$ cat config.mk
export PLATFORM = sky130hd
export DESIGN_NAME = fpu_rr_scheduler
export DESIGN_NICKNAME = d
export VERILOG_FILES = /design/src/rtl/fpu_rr_scheduler_pkg.sv /design/src/rtl/fpu_rr_scheduler_arb.sv /design/src/rtl/fpu_rr_scheduler.sv
export SDC_FILE = /design/constraint.sdc
export NUM_CORES = 1
export LEC_CHECK = 0
export ABC_AREA = 1
export CORE_AREA = 2 2 172 174
export CTS_CLUSTER_DIAMETER = 40
export DETAILED_ROUTE_END_ITERATION = 12
export DIE_AREA = 0 0 174 176
export PLACE_DENSITY = 0.57
export SYNTH_ARGS = -nofsm -noshare
export SYNTH_HDL_FRONTEND = slang
export SYNTH_SLANG_ARGS = --single-unit
$ cat constraint.sdc
create_clock -name clk -period 4.3 [get_ports clk]
set_input_delay 1.29 -clock clk [delete_from_list [all_inputs] [get_ports clk]]
set_output_delay 1.29 -clock clk [all_outputs]
set_load 0.05 [all_outputs]
$ cat src/rtl/fpu_rr_scheduler_pkg.sv
// Shared definitions for the round-robin fpu scheduler: fpu op/rmode codes,
// flag bit positions and the operand bundle handed to the fpu.
package fpu_rr_scheduler_pkg;

    localparam int unsigned OP_W    = 3;
    localparam int unsigned RMODE_W = 2;
    localparam int unsigned DATA_W  = 32;
    localparam int unsigned FLAG_W  = 8;

    typedef enum logic [OP_W-1:0] {
        FPU_ADD = 3'd0,
        FPU_SUB = 3'd1,
        FPU_MUL = 3'd2,
        FPU_DIV = 3'd3
    } fpu_op_e;

    typedef enum logic [RMODE_W-1:0] {
        RM_NEAREST = 2'd0,
        RM_ZERO    = 2'd1,
        RM_POS_INF = 2'd2,
        RM_NEG_INF = 2'd3
    } fpu_rmode_e;

    // Bit positions within the 8-bit fpu flag vector
    localparam int unsigned FLAG_INF         = 7;
    localparam int unsigned FLAG_SNAN        = 6;
    localparam int unsigned FLAG_QNAN        = 5;
    localparam int unsigned FLAG_INE         = 4;
    localparam int unsigned FLAG_OVERFLOW    = 3;
    localparam int unsigned FLAG_UNDERFLOW   = 2;
    localparam int unsigned FLAG_ZERO        = 1;
    localparam int unsigned FLAG_DIV_BY_ZERO = 0;

    typedef struct packed {
        logic [OP_W-1:0]    op;
        logic [RMODE_W-1:0] rmode;
        logic [DATA_W-1:0]  a;
        logic [DATA_W-1:0]  b;
    } fpu_req_t;

endpackage

$ cat src/rtl/fpu_rr_scheduler_arb.sv
// Combinational round-robin arbiter: first request at or above ptr, wrapping,
// returned as a one-hot grant plus its encoded index.
module rr_arbiter #(
    parameter int unsigned N   = 4,
    parameter int unsigned IDW = 2
) (
    input  logic [N-1:0]   req,
    input  logic [IDW-1:0] ptr,
    output logic [N-1:0]   gnt,
    output logic [IDW-1:0] id,
    output logic           any
);

    always_comb begin
        int unsigned idx;
        logic [N-1:0] sh;
        gnt = '0;
        id  = '0;
        any = 1'b0;
        idx = 0;
        sh  = '0;
        for (int unsigned k = 0; k < N; k++) begin
            idx = (32'(ptr) + k) % N;
            sh  = req >> idx;
            if (!any && sh[0]) begin
                any = 1'b1;
                gnt = N'(1) << idx;
                id  = IDW'(idx);
            end
        end
    end

endmodule

$ cat src/rtl/fpu_rr_scheduler.sv
// Shares one fixed-latency pipelined fpu between NREQ requesters; a tag pipe
// tracks each issued op so its result is steered back to the issuer.
module fpu_rr_scheduler
    import fpu_rr_scheduler_pkg::*;
#(
    parameter int unsigned NREQ    = 4,
    parameter int unsigned FPU_LAT = 4,
    parameter int unsigned IDW     = 2
) (
    input  logic                      clk,
    input  logic                      rst_n,
    input  logic                      issue_en,
    input  logic [NREQ-1:0]           req_valid,
    output logic [NREQ-1:0]           req_ready,
    input  logic [OP_W*NREQ-1:0]      req_op,
    input  logic [RMODE_W*NREQ-1:0]   req_rmode,
    input  logic [DATA_W*NREQ-1:0]    req_a,
    input  logic [DATA_W*NREQ-1:0]    req_b,
    output logic [OP_W-1:0]           fpu_op,
    output logic [RMODE_W-1:0]        fpu_rmode,
    output logic [DATA_W-1:0]         fpu_opa,
    output logic [DATA_W-1:0]         fpu_opb,
    input  logic [DATA_W-1:0]         fpu_out,
    input  logic [FLAG_W-1:0]         fpu_flags,
    output logic [NREQ-1:0]           rsp_valid,
    output logic [DATA_W-1:0]         rsp_out,
    output logic [FLAG_W-1:0]         rsp_flags,
    output logic                      busy
);

    logic [IDW-1:0]           ptr;
    logic [NREQ-1:0]          win_gnt;
    logic [IDW-1:0]           win_id;
    logic                     win_any;
    fpu_req_t                 sel_req;
    fpu_req_t                 fpu_q;
    logic [FPU_LAT:0]         tag_vld;
    logic [FPU_LAT:0][IDW-1:0] tag_id;

    rr_arbiter #(
        .N   (NREQ),
        .IDW (IDW)
    ) u_arb (
        .req (req_valid & {NREQ{issue_en}}),
        .ptr (ptr),
        .gnt (win_gnt),
        .id  (win_id),
        .any (win_any)
    );

    assign req_ready = win_gnt;

    // One-hot AND-OR mux of the winner's operand bundle
    always_comb begin
        sel_req = '0;
        for (int unsigned i = 0; i < NREQ; i++) begin
            if (win_gnt[i]) begin
                sel_req.op    = req_op[OP_W*i +: OP_W];
                sel_req.rmode = req_rmode[RMODE_W*i +: RMODE_W];
                sel_req.a     = req_a[DATA_W*i +: DATA_W];
                sel_req.b     = req_b[DATA_W*i +: DATA_W];
            end
        end
    end

    // Operand registers, rr pointer and the free-running tag shift register
    always_ff @(posedge clk or negedge rst_n) begin
        if (!rst_n) begin
            ptr     <= '0;
            fpu_q   <= '0;
            tag_vld <= '0;
            tag_id  <= '0;
        end else begin
            tag_vld <= {tag_vld[FPU_LAT-1:0], win_any};
            tag_id  <= {tag_id[FPU_LAT-1:0], win_id};
            if (win_any) begin
                fpu_q <= sel_req;
                ptr   <= (win_id == IDW'(NREQ - 1)) ? '0 : win_id + IDW'(1);
            end
        end
    end

    assign fpu_op    = fpu_q.op;
    assign fpu_rmode = fpu_q.rmode;
    assign fpu_opa   = fpu_q.a;
    assign fpu_opb   = fpu_q.b;

    // Last tag stage lines up with fpu_out for the op it describes
    always_comb begin
        rsp_valid = '0;
        if (tag_vld[FPU_LAT]) begin
            rsp_valid = NREQ'(1) << tag_id[FPU_LAT];
        end
    end

    assign rsp_out   = fpu_out;
    assign rsp_flags = fpu_flags;
    assign busy      = |tag_vld;

endmodule

Yosys cells after proc, flatten, opt, wreduce, memory -nomap -nowiden
Index checks and enable logic that the tools add are counted.

Register bits after elaboration: 86. Input bits: 323. Output and inout port bits: 118. Logic and storage cells: 51.

$add $sub $neg: 4. Equality and inequality tests: 1. Shift operators: 9. Muxes and demuxes: 18. Bitwise logic cells: 1. Reductions and logical operators: 7.

Operators by type and width (number): $mux 69 (4); $mux 4 (5); $shl 1x2->4 const A (5); $shr 4x2->1 (4); $mux 2 (5); $reduce_or 5->1 (1); $add 2x1->2 const B (2); $add 2x2->2 const B (2); $and 4x4->4 (1); $mux 1 (4); $logic_and 1x1->1 (3); $logic_not 1->1 (3); $eq 2x2->1 const B (1).

Longest topological paths before layout
Gate-level depths: netlist of run 1.

Depth after elaboration: 16. Depth in mapped cells: 17.

By module
From an unflattened synthesis of run 1, not the netlist that was laid out.

Cells, all modules: 1052. Area, all modules: 6486.2 µm².

By module, submodules not included: fpu_rr_scheduler (times used 1, cells each 979, area an instance 6075.8 µm², sequential area each 2152.1 µm²); rr_arbiter (times used 1, cells each 73, area an instance 410.4 µm², sequential area each 0.0 µm²).

Least setup slack after synthesis of run 1
OpenSTA, ideal clock, no wires.

Path kind: input to output. Start point: in issue_en. End point: out req_ready[3]. Arrival time: 2618 ps. Required time: 3010 ps. Setup slack: 392 ps. Stages: 12. Cells stage by stage: buf_6 -> nand2_2 -> nand2_1 -> nand3_2 -> nand2_4 -> nor2_8 -> nand3_2 -> inv_2 -> nand2_1 -> nand3_2 -> buf_4 -> buf_2.

Cells in the longest elaborated chain, start to end: 12.

Ends and longest elaborated chain: start, declared (line fpu_rr_scheduler.sv:12) `input logic issue_en,`; $and 4x4->4 * (line fpu_rr_scheduler.sv:44) `.req (req_valid & {NREQ{issue_en}}),`; $shr 4x2->1 (line fpu_rr_scheduler_arb.sv:24) `sh = req >> idx;`; $mux 1 (line fpu_rr_scheduler_arb.sv:25) `if (!any && sh[0]) begin`; $logic_not 1->1 (line fpu_rr_scheduler_arb.sv:25); $logic_and 1x1->1 (line fpu_rr_scheduler_arb.sv:25); $mux 1 (line fpu_rr_scheduler_arb.sv:25); $logic_not 1->1 (line fpu_rr_scheduler_arb.sv:25); $logic_and 1x1->1 (line fpu_rr_scheduler_arb.sv:25); $mux 1 (line fpu_rr_scheduler_arb.sv:25); $logic_not 1->1 (line fpu_rr_scheduler_arb.sv:25); $logic_and 1x1->1 (line fpu_rr_scheduler_arb.sv:25); $mux 4 * (line fpu_rr_scheduler_arb.sv:25); end, declared (line fpu_rr_scheduler.sv:14) `output logic [NREQ-1:0] req_ready,`.

Every way passes the cells marked *; elsewhere a longest branch is shown, timed or not.

Final worst setup path of run 1
Start point: in req_valid[2]. End point: out req_ready[3].

Cells in the longest elaborated chain, start to end: 12.

Ends and longest elaborated chain: start, declared (line fpu_rr_scheduler.sv:13) `input logic [NREQ-1:0] req_valid,`; $and 4x4->4 * (line fpu_rr_scheduler.sv:44); $shr 4x2->1 (line fpu_rr_scheduler_arb.sv:24); $mux 1 (line fpu_rr_scheduler_arb.sv:25); $logic_not 1->1 (line fpu_rr_scheduler_arb.sv:25); $logic_and 1x1->1 (line fpu_rr_scheduler_arb.sv:25); $mux 1 (line fpu_rr_scheduler_arb.sv:25); $logic_not 1->1 (line fpu_rr_scheduler_arb.sv:25); $logic_and 1x1->1 (line fpu_rr_scheduler_arb.sv:25); $mux 1 (line fpu_rr_scheduler_arb.sv:25); $logic_not 1->1 (line fpu_rr_scheduler_arb.sv:25); $logic_and 1x1->1 (line fpu_rr_scheduler_arb.sv:25); $mux 4 * (line fpu_rr_scheduler_arb.sv:25).

Marked as above.

==> run summary, run 1 <==
Synth warn: 0
Die Width: 174 µm
Post-synthesis cell area: 7010 µm²
Pin count of the biggest net entering global routing: 109
Placer Congestion: 0.840
GRT Util Overall: 17.1%
Cts repair resizes: 2
Clk_lat worst skew: 0.35 ns
CTS Sinks: 86
Final cycle utilization of the critical path: 96.6%
DRC: 0
Top Ports: 441
Unrepaired setup endpoints after global routing: false
CTS clock-pin slew for the worst setup and hold paths: 0.07 ns
Vias/cell: 4.31
Worst-Margin Slew: 0.963 ns
Root buffer cell: clkbuf_16
Final Net Count: 1,754
Synth cell types: 25
Post-synthesis sequential area ratio: 30.7%
H-tree levels: 3
Slew headroom: 35.8%
Hpwl dp: 19,200 µm
Hold buffers post-CTS: 0
DRT Wirelength: 26,700 µm
Period minus WS final: 4.16 ns
First DRT Iteration DRCs: 378
Critical path class: primary input to primary output
Crit path DAT: 2.87 ns
Initial antenna violation count: 0
Slew Limit Fails: 0
Clock buffer count from CTS: 9
Layout cells sized above 1: 7.91%
Synthesized net count: 1,464
Total negative setup slack: 0 ns
Required @ worst endpoint: 3.01 ns
Crit path capture type: primary output
Crit Path Max Fanout: 6
HP Class: flop to flop
Cells after Synth: 1,134
GRT overflow: 0
Critical path launch point type: primary input
Initial Utilization: 24.5%
Clk_skew: 0.0116 ns
Max_cap viols: 0
Avg WL per Cell: 14.7 µm
Syn Area/Cell: 6.18 µm²
CORE AREA: 28,500 µm²
First-pass GRT wire length: 41,600 µm
Rows: 62
Fmax: 241 MHz
Full die area: 30,600 µm²
Post-DRT Antenna Nets: 0
Drt pass-1 iters: 5
Post-CTS Setup Inserts: 0
CTS tree: built
Vias in the first global route: 7,664
Final Hold Viols: 0
DR vias: 7,820
Post-synthesis register bit count: 86
Setup violators final: 0
Synth-to-layout area growth: 58.0%
Port bufs: 360
Status: finished, final reports clean
CTS max path bufs: 2
Ant diodes: 0
Die Y: 176 µm
-- critical path: stages --
cell             delay [ns]
clkdlybuf4s50_1        0.46
nand2_1                0.11
nand2_1                0.08
nand3_2                0.12
nand2_4                0.09
nor2_8                 0.11
nand3_2                0.13
inv_2                  0.10
nand2_1                0.09
nand3_4                0.10
buf_6                  0.17
-- layout by cell type, fill, tap and decap left out, types with 6 or more instances in the layout --
master / synthesis / final
a21oi_1: 98 / 98
a21oi_2: 40 / 40
buf_12: 0 / 8
buf_4: 48 / 22
clkbuf_16: 0 / 9
clkdlybuf4s50_1: 0 / 354
dfrtp_1: 86 / 86
ha_1: 7 / 7
inv_1: 150 / 150
nand2_1: 514 / 513
nand2_2: 5 / 6
nand3_1: 93 / 93
-- synthesized netlist by cell type (all sizes together) --
library cell  number  share of area (%)
a21oi            138                 12
buf               96                9.2
clkbuf            11               0.59
dfrtp             86                 31
ha                 7                1.2
inv              155                8.3
nand2            522                 28
nand3            101                7.8
nand3b             1               0.11
nand4              3               0.27
nor2               4               0.52
nor3               4               0.29
nor4               1              0.089
o211ai             1               0.11
o21a               1               0.11
o21ai              3               0.21
-- stage by stage --
step / std cells / area [µm²] / hold slack [ns] / utilization [%] / worst slack (ns)
after floorplan: 1134 / 7010 / 0.331 / - / 0.392
after global placement: 1797 / 10700 / 0.335 / 37.6 / -0.0179
after detailed placement: 1797 / 10700 / 0.336 / 37.6 / -0.0520
after CTS: 1813 / 11100 / 0.346 / 38.8 / 0.137
after global routing: 1813 / 11100 / 0.355 / 38.8 / 0.0392
final: 1813 / 11100 / 0.346 / 38.8 / 0.144
-- routing by layer --
metal  global-route usage, %  vias up  wire [µm]
met5                       0        -          0
met4                    3.78        0        386
met3                    5.60       17       2450
met2                    29.8      345      12500
met1                    20.5     3455      11400
li1                        -     4003          -
-- final cells by class --
type	instances	area, µm²
clock buffer	9	225
clock inverter	7	125
fill	3072	17500
inverter	155	582
multi-input combinational	786	3620
sequential	86	2150
tap	384	480
timing repair buffer	386	3890
-- cell families after synthesis --
family                     after synthesis  share of synthesized area [%]
DFF                                     86                           30.7
AOI/OAI and AO/OA                      143                           12.4
and+or+nand+nor                        636                           37.5
buffers and inverters                  262                           18.1
adders and majority gates                7                           1.25
-- flip-flops by register name, summed over array words and instances, names as in the netlist, named ones only --
name       count
fpu_op         3
tag_vld        5
fpu_rmode      2
fpu_opb       32
tag_id        10
fpu_opa       32
ptr            1
-- final timing paths --
path                                     startpoint                       to  slack [ns]  cells after the start
worst max register to register                 flop  fpu_opb[30]$_DFFE_PN0P_        0.68                     15
worst min register to register  tag_id[2]$_DFF_PN0_      tag_id[4]$_DFF_PN0_        0.35                      0
worst min-delay path            tag_id[2]$_DFF_PN0_      tag_id[4]$_DFF_PN0_        0.35                      0
min in group asynchronous                     rst_n  fpu_opa[17]$_DFFE_PN0P_        1.10                      1
max in group asynchronous                     rst_n     tag_vld[3]$_DFF_PN0_        2.47                      2
worst max-delay path                   req_valid[2]             req_ready[3]        0.14                     11
Power of run 1 is left out: the tool's default activity adds up to more than one toggle a clock period on the data nets, which glitch-free logic cannot reach.
==> inputs of run 2 (changes only) <==
--- a/config.mk
+++ b/config.mk
@@ -10,6 +10,7 @@
 export CTS_CLUSTER_DIAMETER = 40
 export DETAILED_ROUTE_END_ITERATION = 12
 export DIE_AREA = 0 0 174 176
+export MAX_ROUTING_LAYER = met4
 export PLACE_DENSITY = 0.57
 export SYNTH_ARGS = -nofsm -noshare
 export SYNTH_HDL_FRONTEND = slang
==> run summary, run 2 (same netlist as run 1, synthesis figures left out) <==
CP bufs+invs: 3 (unchanged)
Register area: 2150 µm² (unchanged)
CTS tree: built (unchanged)
Avg WL per Cell: 14.7 µm (about the same)
Critical path class: primary input to primary output (unchanged)
Setup violators final: 0 (unchanged)
Most frequent cells in the layout: 513 x nand2_1, 354 x clkdlybuf4s50_1, 150 x inv_1, 98 x a21oi_1, 93 x nand3_1 (unchanged)
Drt pass-1 iters: 4 (was 5)
Post-Layout Inst Area: 11,100 µm² (unchanged)
Slew headroom: 35.7% (was 35.8%)
R2R depth: 15 (unchanged)
CP dominant cell by count: nand2_1 (unchanged)
Initial antenna violation count: 0 (unchanged)
Layout cells sized above 1: 7.91% (unchanged)
Final cycle utilization of the critical path: 96.6% (about the same)
Top Ports: 441 (unchanged)
Initial Utilization: 24.5% (unchanged)
GRT overflow: 0 (unchanged)
Root buffer cell: clkbuf_16 (unchanged)
Rows: 62 (unchanged)
DR vias: 7,830 (was 7,820)
Final Net Count: 1,754 (unchanged)
FF-to-FF setup slack: 0.69 ns (was 0.68 ns)
Unrepaired setup endpoints after global routing: false (unchanged)
Port bufs: 360 (unchanged)
CORE AREA: 28,500 µm² (unchanged)
Pin count of the biggest net entering global routing: 109 (unchanged)
Crit path DAT: 2.86 ns (was 2.87 ns)
Required @ worst endpoint: 3.01 ns (about the same)
CTS clock-pin slew for the worst setup and hold paths: 0.07 ns (about the same)
GRT Util Overall: 17.6% (was 17.1%)
HP Class: flop to flop (unchanged)
Vias in the first global route: 7,692 (was 7,664)
CP peak stage delay: 0.46 ns (about the same)
First-pass GRT wire length: 41,400 µm (was 41,600 µm)
Vias/cell: 4.32 (was 4.31)
Worst-path cell chain: clkdlybuf4s50_1 -> nand2_1 -> nand2_1 -> nand3_2 -> nand2_4 -> nor2_8 -> nand3_2 -> inv_2 -> nand2_1 -> nand3_4 -> buf_6 (unchanged)
Clk_lat worst skew: 0.35 ns (about the same)
Max_cap viols: 0 (unchanged)
H-tree levels: 3 (unchanged)
Filler instances: 3,072 (unchanged)
Slowest-stage cell, CP: clkdlybuf4s50_1 (unchanged)
First DRT Iteration DRCs: 369 (was 378)
Critical path launch point type: primary input (unchanged)
Multi-input gate area: 3620 µm² (unchanged)
Hold buffers post-CTS: 0 (unchanged)
Hold Path End: tag_id[4]$_DFF_PN0_ (unchanged)
Post-DRT Antenna Nets: 0 (unchanged)
Clk_skew: 0.0115 ns (was 0.0116 ns)
Final Hold Viols: 0 (unchanged)
Post-CTS Setup Inserts: 0 (unchanged)
Die Width: 174 µm (unchanged)
CP delay by family, top: simple AND/OR/NAND/NOR gates (unchanged)
CTS max path bufs: 2 (unchanged)
Slew Limit Fails: 0 (unchanged)
Status: finished, final reports clean (unchanged)
Ant diodes: 0 (unchanged)
Crit path capture type: primary output (unchanged)
Crit Path Max Fanout: 6 (unchanged)
Worst-Margin Slew: 0.964 ns (was 0.963 ns)
Hold path cells: 0 (unchanged)
Commonest non-fill, non-tap cell in the layout: nand2_1 (unchanged)
Period minus WS final: 4.15 ns (was 4.16 ns)
Placer Congestion: 0.853 (was 0.840)
Cts repair resizes: 2 (unchanged)
Synth-to-layout area growth: 58.0% (unchanged)
CTS Sinks: 86 (unchanged)
Hold Startpoint: tag_id[2]$_DFF_PN0_ (unchanged)
Full die area: 30,600 µm² (unchanged)
Placement Cell Area: 10,700 µm² (unchanged)
R2R Path End: fpu_opb[30]$_DFFE_PN0P_ (unchanged)
Fmax: 241 MHz (about the same)
Hpwl dp: 19,200 µm (unchanged)
Clock buffer count from CTS: 9 (unchanged)
DRT Wirelength: 26,600 µm (was 26,700 µm)
Die Y: 176 µm (unchanged)
DRC: 0 (unchanged)
[run 2: worst reg2reg max path, delay by kind of cell, from the launching register on]
kind / cells / cell delay (ns)
buffers and inverters: 5 / 1.25
and+or+nand+nor: 9 / 1.10
DFF: 1 / 0.70
adders and majority gates: 1 / 0.45
[run 2: worst max path at each step]
stage,start,end,slack (ns),cells past startpoint
after floorplan,issue_en,req_ready[3],0.39,12
after global routing,req_valid[1],req_ready[0],0.04,12
after detailed placement,issue_en,req_ready[3],-0.05,12
final,req_valid[2],req_ready[3],0.15,11
after global placement,issue_en,req_ready[3],-0.02,12
after CTS,req_valid[2],req_ready[3],0.14,11
[run 2: through the flow]
step	instances	setup WS, ns	setup TNS, ns	hold slack (ns)	utilization, %
global placement	1797	-0.0179	-0.0179	0.335	37.6
finish	1813	0.145	0	0.344	38.8
detailed placement	1797	-0.0520	-0.0585	0.336	37.6
global route	1813	0.0392	0	0.355	38.8
floorplan	1134	0.392	0	0.331	-
CTS	1813	0.137	0	0.346	38.8
[run 2: final cells by class]
class / count / share of cell area [%]
clock inverter: 7 / 1.13
multi-input combinational: 786 / 32.7
inverter: 155 / 5.25
tap: 384 / 4.34
sequential: 86 / 19.4
clock buffer: 9 / 2.03
timing repair buffer: 386 / 35.1
[run 2: per-layer routing]
metal  GRT usage, %  routed length, µm  vias up
li1               -                  -     4002
met1           21.0              11500     3458
met2           29.9              12500      351
met3           4.72               2240       19
met4           3.78                395        0
met5              -                  0        -
Power of run 2 is left out for the same reason.
